**config.mk**
```make
export PLATFORM = sky130hd
export DESIGN_NAME = uart_alu_interface_flat
export DESIGN_NICKNAME = d
export VERILOG_FILES = /design/src/rtl/uart_alu_interface_pkg.sv /design/src/rtl/uart_alu_interface_if.sv /design/src/rtl/uart_alu_interface_edge_detect.sv /design/src/rtl/uart_alu_interface.sv /design/src/flat_wrapper.sv
export SDC_FILE = /design/constraint.sdc
export NUM_CORES = 1
export LEC_CHECK = 0
export ABC_AREA = 1
export CAP_MARGIN = 10
export CORE_AREA = 2 2 69 71
export DETAILED_ROUTE_END_ITERATION = 7
export DIE_AREA = 0 0 71 73
export PLACE_DENSITY = 0.82
export SLEW_MARGIN = 20
export SYNTH_ARGS = -nofsm -noshare
export SYNTH_HDL_FRONTEND = slang
export SYNTH_SLANG_ARGS = --single-unit
export TNS_END_PERCENT = 20
```
**constraint.sdc**
```tcl
create_clock -name i_clock -period 1.5 [get_ports i_clock]
set_clock_uncertainty 0.2 [all_clocks]
set_input_delay 0.225 -clock i_clock [delete_from_list [all_inputs] [get_ports i_clock]]
set_output_delay 0.225 -clock i_clock [all_outputs]
set_load 0.02 [all_outputs]
```
**src/rtl/uart_alu_interface_pkg.sv**
```systemverilog
// rtl/uart_alu_interface_pkg.sv - shared widths, FSM state encoding and parity helper
//
// Contents:
//   DATA_WIDTH_DEF / OP_WIDTH_DEF / START_HOLD_DEF : default parameter values
//   state_t                                       : 3-bit FSM encoding, WAIT_A=0 .. WAIT_TX=5
//   even_parity()                                 : XOR-reduce of a zero-extended word
package uart_alu_interface_pkg;

    localparam int DATA_WIDTH_DEF = 8;
    localparam int OP_WIDTH_DEF   = 6;
    localparam int START_HOLD_DEF = 16;

    // Widest word the parity helper accepts; callers zero-extend, which
    // leaves the XOR reduction unchanged.
    localparam int PARITY_MAX_W = 64;

    typedef enum logic [2:0] {
        ST_WAIT_A  = 3'd0,
        ST_WAIT_B  = 3'd1,
        ST_WAIT_OP = 3'd2,
        ST_EXEC    = 3'd3,
        ST_SEND    = 3'd4,
        ST_WAIT_TX = 3'd5
    } state_t;

    function automatic logic even_parity(input logic [PARITY_MAX_W-1:0] d);
        return ^d;
    endfunction

endpackage

```
**src/rtl/uart_alu_interface_if.sv**
```systemverilog
// rtl/uart_alu_interface_if.sv - bundle of RX/ALU/TX handshake signals around the ALU endpoint
//
// Signals (direction as seen by the endpoint, modport slave):
//   i_rx_done, i_rx_data, i_rx_parity : byte stream from UART_RX
//   i_alu_result                      : combinational ALU result
//   i_tx_done                         : frame-complete level from UART_TX
//   o_data_a, o_data_b, o_opcode      : registered ALU operands
//   o_tx_start, o_tx_data, o_tx_parity: request to UART_TX
//   o_busy, o_rx_drop                 : status
// Modport master is the environment side (drives the i_* signals).
interface uart_alu_interface_if #(
    parameter int DATA_WIDTH = 8,
    parameter int OP_WIDTH   = 6
);
    logic                  i_rx_done;
    logic [DATA_WIDTH-1:0] i_rx_data;
    logic                  i_rx_parity;
    logic [DATA_WIDTH-1:0] i_alu_result;
    logic                  i_tx_done;
    logic [DATA_WIDTH-1:0] o_data_a;
    logic [DATA_WIDTH-1:0] o_data_b;
    logic [OP_WIDTH-1:0]   o_opcode;
    logic                  o_tx_start;
    logic [DATA_WIDTH-1:0] o_tx_data;
    logic                  o_tx_parity;
    logic                  o_busy;
    logic                  o_rx_drop;

    modport slave (
        input  i_rx_done, i_rx_data, i_rx_parity, i_alu_result, i_tx_done,
        output o_data_a, o_data_b, o_opcode, o_tx_start, o_tx_data,
               o_tx_parity, o_busy, o_rx_drop
    );

    modport master (
        output i_rx_done, i_rx_data, i_rx_parity, i_alu_result, i_tx_done,
        input  o_data_a, o_data_b, o_opcode, o_tx_start, o_tx_data,
               o_tx_parity, o_busy, o_rx_drop
    );
endinterface

```
**src/rtl/uart_alu_interface_edge_detect.sv**
```systemverilog
// rtl/uart_alu_interface_edge_detect.sv - single-bit rising-edge pulse generator
//
// Ports:
//   i_clock : clock
//   i_reset : synchronous reset, active-low
//   i_sig   : level input (already synchronous to i_clock)
//   o_pulse : high for the one clock where i_sig is 1 and was 0 last clock
module edge_detect (
    input  logic i_clock,
    input  logic i_reset,
    input  logic i_sig,
    output logic o_pulse
);
    logic sig_q;

    always_ff @(posedge i_clock) begin
        if (!i_reset) begin
            sig_q <= 1'b0;
        end else begin
            sig_q <= i_sig;
        end
    end

    assign o_pulse = i_sig & ~sig_q;
endmodule

```
**src/rtl/uart_alu_interface.sv**
```systemverilog
// rtl/uart_alu_interface.sv - collects A, B, opcode bytes from UART_RX, runs the ALU, sends the result to UART_TX
//
// Ports:
//   i_clock : system clock
//   i_reset : synchronous reset, active-low
//   bus     : uart_alu_interface_if.slave (RX byte in, ALU operands/result, TX request, status)
// Optional feature: define PARITY_CHECK_EN to reject received operand/opcode
// bytes whose i_rx_parity disagrees with the even parity of i_rx_data; a
// rejected byte restarts the whole operation from WAIT_A.
module uart_alu_interface
    import uart_alu_interface_pkg::*;
#(
    parameter int DATA_WIDTH = DATA_WIDTH_DEF,
    parameter int OP_WIDTH   = OP_WIDTH_DEF,
    parameter int START_HOLD = START_HOLD_DEF
) (
    input  logic                  i_clock,
    input  logic                  i_reset,
    uart_alu_interface_if.slave   bus
);
    localparam int HOLD_W = $clog2(START_HOLD + 1);

    state_t                state_q;
    logic [DATA_WIDTH-1:0] data_a_q;
    logic [DATA_WIDTH-1:0] data_b_q;
    logic [OP_WIDTH-1:0]   opcode_q;
    logic [DATA_WIDTH-1:0] tx_data_q;
    logic                  tx_start_q;
    logic                  rx_drop_q;
    logic [HOLD_W-1:0]     hold_q;

    logic rx_evt;
    logic tx_evt;

    edge_detect u_rx_edge (
        .i_clock (i_clock),
        .i_reset (i_reset),
        .i_sig   (bus.i_rx_done),
        .o_pulse (rx_evt)
    );

    edge_detect u_tx_edge (
        .i_clock (i_clock),
        .i_reset (i_reset),
        .i_sig   (bus.i_tx_done),
        .o_pulse (tx_evt)
    );

`ifdef PARITY_CHECK_EN
    logic rx_bad;
    assign rx_bad = (bus.i_rx_parity != even_parity(PARITY_MAX_W'(bus.i_rx_data)));
`else
    // Parity from the receiver is accepted but not acted on in this build.
    logic unused_rx_parity;
    assign unused_rx_parity = bus.i_rx_parity;
`endif

    always_ff @(posedge i_clock) begin
        if (!i_reset) begin
            state_q    <= ST_WAIT_A;
            data_a_q   <= '0;
            data_b_q   <= '0;
            opcode_q   <= '0;
            tx_data_q  <= '0;
            tx_start_q <= 1'b0;
            rx_drop_q  <= 1'b0;
            hold_q     <= '0;
        end else begin
            rx_drop_q <= 1'b0;
            case (state_q)
                ST_WAIT_A: begin
                    if (rx_evt) begin
`ifdef PARITY_CHECK_EN
                        if (rx_bad) begin
                            rx_drop_q <= 1'b1;
                            state_q   <= ST_WAIT_A;
                        end else
`endif
                        begin
                            data_a_q <= bus.i_rx_data;
                            state_q  <= ST_WAIT_B;
                        end
                    end
                end
                ST_WAIT_B: begin
                    if (rx_evt) begin
`ifdef PARITY_CHECK_EN
                        if (rx_bad) begin
                            rx_drop_q <= 1'b1;
                            state_q   <= ST_WAIT_A;
                        end else
`endif
                        begin
                            data_b_q <= bus.i_rx_data;
                            state_q  <= ST_WAIT_OP;
                        end
                    end
                end
                ST_WAIT_OP: begin
                    if (rx_evt) begin
`ifdef PARITY_CHECK_EN
                        if (rx_bad) begin
                            rx_drop_q <= 1'b1;
                            state_q   <= ST_WAIT_A;
                        end else
`endif
                        begin
                            opcode_q <= bus.i_rx_data[OP_WIDTH-1:0];
                            state_q  <= ST_EXEC;
                        end
                    end
                end
                ST_EXEC: begin
                    // Operands have been stable for one full clock, so the
                    // combinational ALU output is settled here.
                    tx_data_q  <= bus.i_alu_result;
                    tx_start_q <= 1'b1;
                    hold_q     <= '0;
                    state_q    <= ST_SEND;
                    if (rx_evt) rx_drop_q <= 1'b1;
                end
                ST_SEND: begin
                    // Start is held long enough for the transmitter's baud
                    // tick to see it at least once.
                    if (hold_q == HOLD_W'(START_HOLD - 1)) begin
                        tx_start_q <= 1'b0;
                        state_q    <= ST_WAIT_TX;
                    end else begin
                        hold_q <= hold_q + 1'b1;
                    end
                    if (rx_evt) rx_drop_q <= 1'b1;
                end
                ST_WAIT_TX: begin
                    if (rx_evt) rx_drop_q <= 1'b1;
                    if (tx_evt) state_q <= ST_WAIT_A;
                end
                default: begin
                    state_q    <= ST_WAIT_A;
                    tx_start_q <= 1'b0;
                end
            endcase
        end
    end

    assign bus.o_data_a    = data_a_q;
    assign bus.o_data_b    = data_b_q;
    assign bus.o_opcode    = opcode_q;
    assign bus.o_tx_start  = tx_start_q;
    assign bus.o_tx_data   = tx_data_q;
    assign bus.o_tx_parity = even_parity(PARITY_MAX_W'(tx_data_q));
    assign bus.o_busy      = (state_q != ST_WAIT_A);
    assign bus.o_rx_drop   = rx_drop_q;
endmodule

```
**src/flat_wrapper.sv**
```systemverilog
// flat-port wrapper written by rule: the top's interface ports become plain ports
module uart_alu_interface_flat import uart_alu_interface_pkg::*;
#(
    parameter int DATA_WIDTH = DATA_WIDTH_DEF,
    parameter int OP_WIDTH   = OP_WIDTH_DEF,
    parameter int START_HOLD = START_HOLD_DEF
)
  (i_clock, i_reset, bus_i_rx_done, bus_i_rx_data, bus_i_rx_parity, bus_i_alu_result, bus_i_tx_done, bus_o_data_a, bus_o_data_b, bus_o_opcode, bus_o_tx_start, bus_o_tx_data, bus_o_tx_parity, bus_o_busy, bus_o_rx_drop);
  uart_alu_interface_if #(.DATA_WIDTH(DATA_WIDTH), .OP_WIDTH(OP_WIDTH)) bus_i ();
  input  logic i_clock;
  input  logic i_reset;
  input wire logic [$bits(bus_i.i_rx_done)-1:0] bus_i_rx_done;
  input wire logic [$bits(bus_i.i_rx_data)-1:0] bus_i_rx_data;
  input wire logic [$bits(bus_i.i_rx_parity)-1:0] bus_i_rx_parity;
  input wire logic [$bits(bus_i.i_alu_result)-1:0] bus_i_alu_result;
  input wire logic [$bits(bus_i.i_tx_done)-1:0] bus_i_tx_done;
  output wire logic [$bits(bus_i.o_data_a)-1:0] bus_o_data_a;
  output wire logic [$bits(bus_i.o_data_b)-1:0] bus_o_data_b;
  output wire logic [$bits(bus_i.o_opcode)-1:0] bus_o_opcode;
  output wire logic [$bits(bus_i.o_tx_start)-1:0] bus_o_tx_start;
  output wire logic [$bits(bus_i.o_tx_data)-1:0] bus_o_tx_data;
  output wire logic [$bits(bus_i.o_tx_parity)-1:0] bus_o_tx_parity;
  output wire logic [$bits(bus_i.o_busy)-1:0] bus_o_busy;
  output wire logic [$bits(bus_i.o_rx_drop)-1:0] bus_o_rx_drop;
  assign bus_i.i_rx_done = bus_i_rx_done;
  assign bus_i.i_rx_data = bus_i_rx_data;
  assign bus_i.i_rx_parity = bus_i_rx_parity;
  assign bus_i.i_alu_result = bus_i_alu_result;
  assign bus_i.i_tx_done = bus_i_tx_done;
  assign bus_o_data_a = bus_i.o_data_a;
  assign bus_o_data_b = bus_i.o_data_b;
  assign bus_o_opcode = bus_i.o_opcode;
  assign bus_o_tx_start = bus_i.o_tx_start;
  assign bus_o_tx_data = bus_i.o_tx_data;
  assign bus_o_tx_parity = bus_i.o_tx_parity;
  assign bus_o_busy = bus_i.o_busy;
  assign bus_o_rx_drop = bus_i.o_rx_drop;
  uart_alu_interface #(.DATA_WIDTH(DATA_WIDTH), .OP_WIDTH(OP_WIDTH), .START_HOLD(START_HOLD)) u_core (.i_clock(i_clock), .i_reset(i_reset), .bus(bus_i));
endmodule
```
==> flow_results.org, run 1 <==
** Placed design
- After detailed placement, the design holds a cell count of around 350.
- At the end of routability-driven placement, the weighted congestion stood at ~0.83.
- Worst Setup Slack post-DPL :: -359 ps
- Input and output buffers added on the ports amount to 53.
- Summed over all nets, the half-perimeter wirelength after detailed placement is 3160 um.

** Min path
- The path class of the tightest hold or removal check is in -> reg.
- The worst hold path was traced through 3 stages.

** Setup path
- Measured in cells, the most critical reg-to-reg path has a length of 10.
- The worst setup path is of the reg -> out kind.
- Across all register-to-register paths, the minimum setup slack is -120 ps.
- Highest net fanout along the worst path :: 4
- Reg-to-reg critical path startpoint :: u_core.hold_q[1]$_SDFFE_PN0P_
- Critical Path Start Type :: flip-flop
- STA puts the critical path data required time at 1070 ps.
- Setup crit end :: bus_o_tx_parity
- STA puts the critical path data arrival time at 1220 ps.
- Launching element of the worst setup path :: u_core.bus.o_tx_data[2]$_SDFFE_PN0P_
- The worst register-to-register path ends at u_core.hold_q[3]$_SDFFE_PN0P_.
- STA classifies the critical path endpoint as a primary output.

** Routing
- First-pass detailed-route iteration total :: 4
- DR DRC count :: 0
- Summed over all layers, the routed wires come to 4290 um.
- The detail route stage leaves a number of antenna-violating nets equal to 0.
- Dividing the detail-routed via count by the number of cells gives 4.75.
- Iteration-0 DRC Markers :: 83
- Dividing the detail-routed wire length by the instance count gives 11.8 um.
- Detailed routing inserted a total of 1726 vias.

** Status
- The checks that failed: negative setup slack.
- The run finished, with violations left.

** Yosys
- Counting every net in the synthesized netlist gives 252.
- Yosys cell types :: 24
- Most common library cells after synthesis :: nor2_1, dfxtp_1, o21ai_0
- Fraction of synthesized cell area taken by the top area cell type :: between 40% and 50%
- Sorting the synthesized cells by area gives the leading types as dfxtp_1, nor2_1, o21ai_0.
- #FFs+latches synth :: 42
- In the synthesized netlist the dominant register cell turns out to be dfxtp_1.
- Counting flops with an async set or reset pin after synthesis yields a share of 0%.
- The mapped netlist covers 1720 sq um.
- Yosys warning total :: 0
- Count of flip-flops with a built-in enable after synthesis :: 0
- Top-count cell post-synth :: nor2_1
- A synthesized cell averages 7.52 sq um.
- Synth area leader :: dfxtp_1
- Number of cells produced by synthesis :: 229
- Proportion of synthesized chip area in sequential cells :: 48.8%

** Global route
- Initial antenna violation count :: 0
- GR Layer Usage met1 :: 22.7%
- Overall fraction of global-route tracks in use :: ~18%
- Grt met3 use :: 4.14%
- met2 is the most crowded layer.
- Global routing finished with a remaining overflow of 0.
- Largest net degree at the start of global routing :: 23
- GR Layer Usage met2 :: 29.9%
- Global-route wire length before repair :: 7410 um
- Via count of the first global-routing pass :: approximately 1700

** Layout
- After filler insertion, the fill cell instance count of the layout stands at 400.
- The area growth from synthesis to layout is 53.4%.
- Finished Layout Cells :: 363
- Fin nets :: 331
- Fraction of layout cells with a size suffix above 1 :: between 20% and 30%
- 0 antenna diodes ended up in the layout.
- Cells fill 58.3% of the core in the end.

** Pwr
- Power spread over the standard cell area amounts to around 950 nW/um^2.
- Combinational logic is responsible for 23.8% of the overall power.
- The analysis attributes to net switching a power of 0.754 mW.
- Per report_power, the sequential group accounts for 48.4% of the total.
- For this design the static power due to leakage is between 1 and 1.5 nW.
- The internal power of the cells totals 1.77 mW.
- Net switching is approximately 30% of the power.
- IR analysis of the VDD net gives a maximum drop of 471 uV.
- In this run, the clock network consumes 27.7% of the power.

** Clocking
- Inserted Clock Buffers :: 5
- Latest clock arrival within the worst-skew pair :: 290 ps
- The clock net in this run drives a total of 42 sinks.
- Counting along the longest clock path gives a buffer depth of 2.
- The clock tree synthesis step divided the H-tree into 2 levels.
- The root buffer cell chosen for the clock tree is clkbuf_8.
- CTS tree :: done
- Hold-fix buffer count after cts :: 0
- Clock-pin slew was measured on the worst setup and hold paths at approximately 70 ps.

** Die
- In this run the count of I/O pins placed on the die edge is 55.
- The die is 73 um tall.
- Width of the die :: 71 um
- Placeable core area :: between 4000 and 5000 sq um
- The die covers 5180 sq um.
- Once the floorplan was initialized, standard cells occupied a little under two fifths of the core.
- Placement row count :: 25

** Timing
- Final number of setup-violating endpoints :: 9
- Worst path setup slack after routing :: -149 ps
- In the finished design, the share of the clock period the worst path needs comes to 110%.
- Worst Tran Pin Value :: roughly 230 ps
- The number of endpoints with negative hold slack in the final report is 0.
- The tightest hold path in the finished design has a slack of 278 ps.
- Measured against its own limit, the worst slew margin works out to 84.4%.
- Aggregate negative setup slack :: -583 ps
- Unrepaired setup endpoints after global routing :: yes
- The worst path in the final design needs a cycle of approximately 1600 ps, including I/O delays and setup.
- Fmax :: 0.606 GHz
- Pins over their slew limit :: 0

** Flow run
- # Max-Cap Violations :: 0
[worst min-delay path by stage]
stage                                              from                                   to  slack (ps)
CTS                                       bus_i_tx_done    u_core.u_tx_edge.sig_q$_SDFF_PN0_         270
finish                                    bus_i_tx_done    u_core.u_tx_edge.sig_q$_SDFF_PN0_         280
global placement    u_core.bus.o_data_b[6]$_SDFFE_PN0P_  u_core.bus.o_data_b[6]$_SDFFE_PN0P_         270
detailed placement        u_core.hold_q[4]$_SDFFE_PN0P_        u_core.hold_q[4]$_SDFFE_PN0P_         280
floorplan                                 bus_i_rx_done    u_core.u_rx_edge.sig_q$_SDFF_PN0_         120
global route                              bus_i_tx_done    u_core.u_tx_edge.sig_q$_SDFF_PN0_         270
[critical path: stages (launching register included)]
cell	delay, ps
dfxtp_4	370
xnor2_2	160
nand2_1	90
nand2_1	70
nand3_1	60
nand2_1	70
buf_6	110
[through the flow]
stage / cell area, sq um / power, mW
2_1_floorplan: 1740 / 1.56
3_3_place_gp: 2490 / 1.84
3_5_place_dp: 2490 / 1.85
4_1_cts: 2560 / 2.50
5_1_grt: 2640 / 2.67
6_report: 2640 / 2.52
[final cells by class]
class	instances	area, sq um	share of cell area (%)
Clock buffer	6	72.6	2.74
Multi-Input combinational cell	164	900	34.0
Clock inverter	2	13.8	0.521
Timing Repair Buffer	77	657	24.8
Sequential cell	42	863	32.7
Tap cell	54	67.6	2.56
Inverter	18	70.1	2.65
[repair_timing]
item | CTS | global route
pin swaps | 3 | 6
setup endpoints to repair | 41 | 38
gates resized for setup | 62 | 32
buffers inserted | 0 | 1
[power groups by stage]
| stage | clock network [mW] | registers, mW | logic, mW |
|---|---|---|---|
| floorplan | 0 | 1.32 | 0.233 |
| global placement | 0 | 1.24 | 0.593 |
| detailed placement | 0 | 1.25 | 0.603 |
| CTS | 0.719 | 1.22 | 0.561 |
| global route | 0.775 | 1.23 | 0.670 |
| finish | 0.699 | 1.22 | 0.601 |
[metal layers]
| layer | wire length, um | vias to the layer above | part of all wire, % |
|---|---|---|---|
| met2 | 2170 | 38 | 51 |
| met4 | 62 | 0 | 1.4 |
| met1 | 1880 | 794 | 44 |
| met5 | 0 | - | 0 |
| li1 | - | 888 | - |
| met3 | 173 | 6 | 4.0 |
[cells by family (layout without fill, tap and decap cells)]
group,count (synthesis),in the layout,share of synthesized area [%]
AO/OA/AOI/OAI,42,42,12.4
flip-flops,42,42,48.8
adder cells (fa/ha/maj),2,2,1.45
buffers and inverters,23,103,5.59
XOR/XNOR,8,8,4.07
AND/OR/NAND/NOR,112,112,27.7
[sequential cells by signal (all words and copies together), names as in the netlist]
signal	count
u_core.u_tx_edge.sig_q	1
u_core.u_rx_edge.sig_q	1
u_core.bus.o_tx_data	8
u_core.bus.o_data_b	8
u_core.bus.o_data_a	8
u_core.hold_q	5
u_core.bus.o_tx_start	1
u_core.state_q	3
u_core.bus.o_opcode	6
u_core.bus.o_rx_drop	1
[cell usage in the layout (no fill, tap or decap), types with 2 or more instances in the layout]
cell type        instances
a21oi_1                  3
a21oi_2                  4
buf_4                   24
clkbuf_2                 4
clkbuf_8                 5
clkdlybuf4s15_2          2
clkdlybuf4s50_1         19
dfxtp_1                 32
dfxtp_2                  6
dfxtp_4                  4
dlygate4sd2_1           26
inv_1                    9
inv_2                    8
nand2_1                 21
nand2_2                  3
nand3_1                  6
nand3_4                  4
nor2_1                  68
nor2_2                   5
nor2_4                   2
o21ai_0                 27
o21ai_1                  5
xnor2_1                  2
xnor2_2                  2
xor2_1                   3
(Power assumes the default switching activity.)
==> run 2, diff against run 1 <==
--- a/config.mk
+++ b/config.mk
@@ -8,9 +8,11 @@
 export ABC_AREA = 1
 export CAP_MARGIN = 10
 export CORE_AREA = 2 2 69 71
+export CTS_CLUSTER_DIAMETER = 200
 export DETAILED_ROUTE_END_ITERATION = 7
 export DIE_AREA = 0 0 71 73
 export PLACE_DENSITY = 0.82
+export REMOVE_ABC_BUFFERS = 1
 export SLEW_MARGIN = 20
 export SYNTH_ARGS = -nofsm -noshare
 export SYNTH_HDL_FRONTEND = slang
==> run 2 against run 1 <==
  * The flow still finishes with violations (negative setup slack)
  * Via count fell by 1.4%
  * Wire length rose by 0.51%
  * Sequential power barely moved
  * Critical path depth did not move
  * Flip-flop and latch count did not move
  * First-iteration DRC count fell by 37%
  * Register-to-register slack barely moved
  * Count of clock-buffer cells in the layout did not move
  * Die area did not move
  * Largest cell class unchanged
==> flow_results.org, run 2 (synthesized netlist as in run 1, its figures left out) <==
** Layout
- Post-layout utilization of the core :: 58.8%
- Cells with a size suffix above 1 make up 26.1% of the layout.
- The number of antenna diodes in the final layout is 0.
- The filler cells instantiated in the layout total 410.
- Multi-input combinational cell area :: 888 sq um
- The final layout contains 330 nets.
- Compared with the post-synthesis result, the final layout area differs by 54.7%.
- Leaving out fill and tap cells, the most frequent cell in the layout is nor2_1.
- Final design instance area without fill :: 2670 sq um
- Top library cells by usage in the layout, fill and taps aside :: nor2_1, dfxtp_1, o21ai_0
- FF+latch area :: 861 sq um

** Clocking
- Buffers inserted during clock tree synthesis total 5.
- TritonCTS built the clock tree.
- CTS saw 42 sinks.
- The clock reaches the later pin of the worst-skew pair after 280 ps.
- The clock passes through at most 2 buffers.
- Buffer type at the clock tree root :: clkbuf_8
- Hold-fix buffer count after cts :: 0
- After clock tree synthesis, the clock-pin slew on the worst setup and hold paths is about 70 ps.
- Number of H-tree levels :: 2

** Routing
- Summed over all layers, the routed wires come to between 4000 and 5000 um.
- Antenna Nets Post-Route :: 0
- DR vias :: 1702
- First-pass detailed-route iteration total :: 4
- After detailed routing, the average wire length per cell comes to 11.9 um.
- Drt via density :: 4.71
- After detailed routing, the number of remaining DRC violations is 0.
- The detailed router finished its first iteration with 52 violations.

** Placed design
- GPL Wtd Cong :: approximately 0.82
- DP Area :: ~2500 sq um
- Detailed placement finished with a half-perimeter wire length of 3140 um.
- Count of buffers from port buffering :: 53
- Worst Setup Slack post-DPL :: -347 ps

** Status
- The final reports fail on negative setup slack.
- Run status :: finished, violations left

** Pwr
- Pwr per Cell Area :: 1010 nW/um^2
- Largest voltage drop on the vdd net :: approximately 580 uV
- The clock network burns 32.6% of the power.
- The analysis attributes to net switching a power of 0.732 mW.
- Share of power burned in combinational logic :: 22.2%
- Registers are responsible for 45.2% of the overall power.
- The internal power of the cells totals a little under 2 mW.
- In this run the static leakage power is 1.26 nW.
- Power comes to 2.70 mW.
- Net switching is between 20% and 30% of the power.

** Die
- Placement row count :: 25
- The total area inside the core boundary comes to 4540 sq um.
- Y dimension of the die :: 73 um
- Full die area :: around 5200 sq um
- For this design the top-level I/O count stands at between 50 and 60.
- In this run the horizontal extent of the chip is 71 um.
- Once the floorplan was initialized, standard cells occupied 38.0% of the core.

** Timing
- Measured against its own limit, the worst slew margin works out to just over 80%.
- Pins over their slew limit :: 0
- For the pin with the worst max-slew slack, the measured transition is about 250 ps.
- Setup total negative slack on the finished layout was measured at -732 ps.
- Final worst path period need :: around 1700 ps
- Setup repair after global routing could not meet its margin everywhere.
- Hold violation count in the final report :: 0
- Post-route clock period utilization :: 111%
- Final number of setup-violating endpoints :: 9
- Derived from the worst setup path, the maximum achievable clock frequency is 0.600 GHz.
- Worst path setup slack after routing :: -167 ps

** Setup path
- STA classifies the critical path endpoint as a primary output.
- STA classifies the critical path startpoint as a flip-flop.
- Setup slack of the most critical reg-to-reg path :: -130 ps
- Of all nets on the critical path, the largest fanout is 4.
- WP data arrival :: 1240 ps
- Endpoint required time on the critical path :: 1070 ps
- The worst setup path is of the reg -> out kind.

** Global route
- The number of global-route vias before repair is 1654.
- The first global-routing pass estimated 7040 um of wire.
- Overall fraction of global-route tracks in use :: 17.0%
- Entering global routing, the biggest net connects 29 pins.
- Global routing finished with a remaining overflow of 0.
- The number of antenna violations at the first check in global routing is 0.

** Min path
- Path type of the worst min-delay path :: reg -> reg

** Flow run
- Across the run, the number of max-cap violations was 0.
==> run 2: cell count changes in the layout (fill, tap and decap cells not counted), moves of 2 or more <==
cell and delta:
o21ai_0 +2, nand2_1 -2, o21ai_1 -2, nand2_2 +2, inv_2 -2
==> run 2: what timing repair did <==
item                                    in CTS  in global routing
pin swaps                                    5                 10
gates resized for setup                     63                 31
setup buffers                                0                  3
endpoints found under the hold margin        0                  0
endpoints found under the setup margin      42                 32
==> run 2: power groups by stage <==
stage          Sequential [mW]  Combinational [mW]  Clock (mW)
5_1_grt                   1.23               0.652       0.955
2_1_floorplan             1.32               0.213           0
4_1_cts                   1.22               0.555       0.907
3_3_place_gp              1.24               0.579           0
6_report                  1.22               0.598       0.881
3_5_place_dp              1.25               0.589           0
==> run 2: area by class of cell <==
type,instances,share of cell area [%]
multi-input cells,164,33.3
repair buffers,76,24.9
clock buffers,6,3.10
clock inverters,1,1.13
well taps,54,2.54
flip-flops and latches,42,32.3
inverters,18,2.72
==> run 2: routing by layer <==
| layer | GRT usage [%] | up-vias | wire length, um |
|---|---|---|---|
| li1 | - | 887 | - |
| met1 | 18.5 | 765 | 1780 |
| met2 | 31.8 | 39 | 2210 |
| met3 | 3.04 | 11 | 189 |
| met4 | 7.97 | 0 | 137 |
| met5 | 0 | - | 0 |
==> run 2: worst paths after layout <==
kind / from / end / depth (start not counted)
max: u_core.bus.o_tx_data[1]$_SDFFE_PN0P_ / bus_o_tx_parity / 6
min: u_core.bus.o_data_b[4]$_SDFFE_PN0P_ / u_core.bus.o_data_b[4]$_SDFFE_PN0P_ / 2
min reg2reg: u_core.bus.o_data_b[4]$_SDFFE_PN0P_ / u_core.bus.o_data_b[4]$_SDFFE_PN0P_ / 2
max reg2reg: u_core.hold_q[0]$_SDFFE_PN0P_ / u_core.hold_q[3]$_SDFFE_PN0P_ / 9
==> run 2: worst max-delay path, stage by stage (launching register included) <==
cell	delay [ps]
dfxtp_4	370
xor2_1	160
nand2_1	80
nand2_1	80
nand3_1	70
nand2_1	90
buf_6	120
==> run 2: per-stage QoR <==
step / cells / hold WS, ps
floorplan: 224 / 118
global placement: 351 / 266
detailed placement: 351 / 275
CTS: 358 / 288
global route: 361 / 321
finish: 361 / 283
==> run 3, diff against run 2 <==
--- a/config.mk
+++ b/config.mk
@@ -6,7 +6,6 @@
 export NUM_CORES = 1
 export LEC_CHECK = 0
 export ABC_AREA = 1
-export CAP_MARGIN = 10
 export CORE_AREA = 2 2 69 71
 export CTS_CLUSTER_DIAMETER = 200
 export DETAILED_ROUTE_END_ITERATION = 7
==> results of run 3 <==
No change in the layout: final DEF, timing and power equal those of run 2.
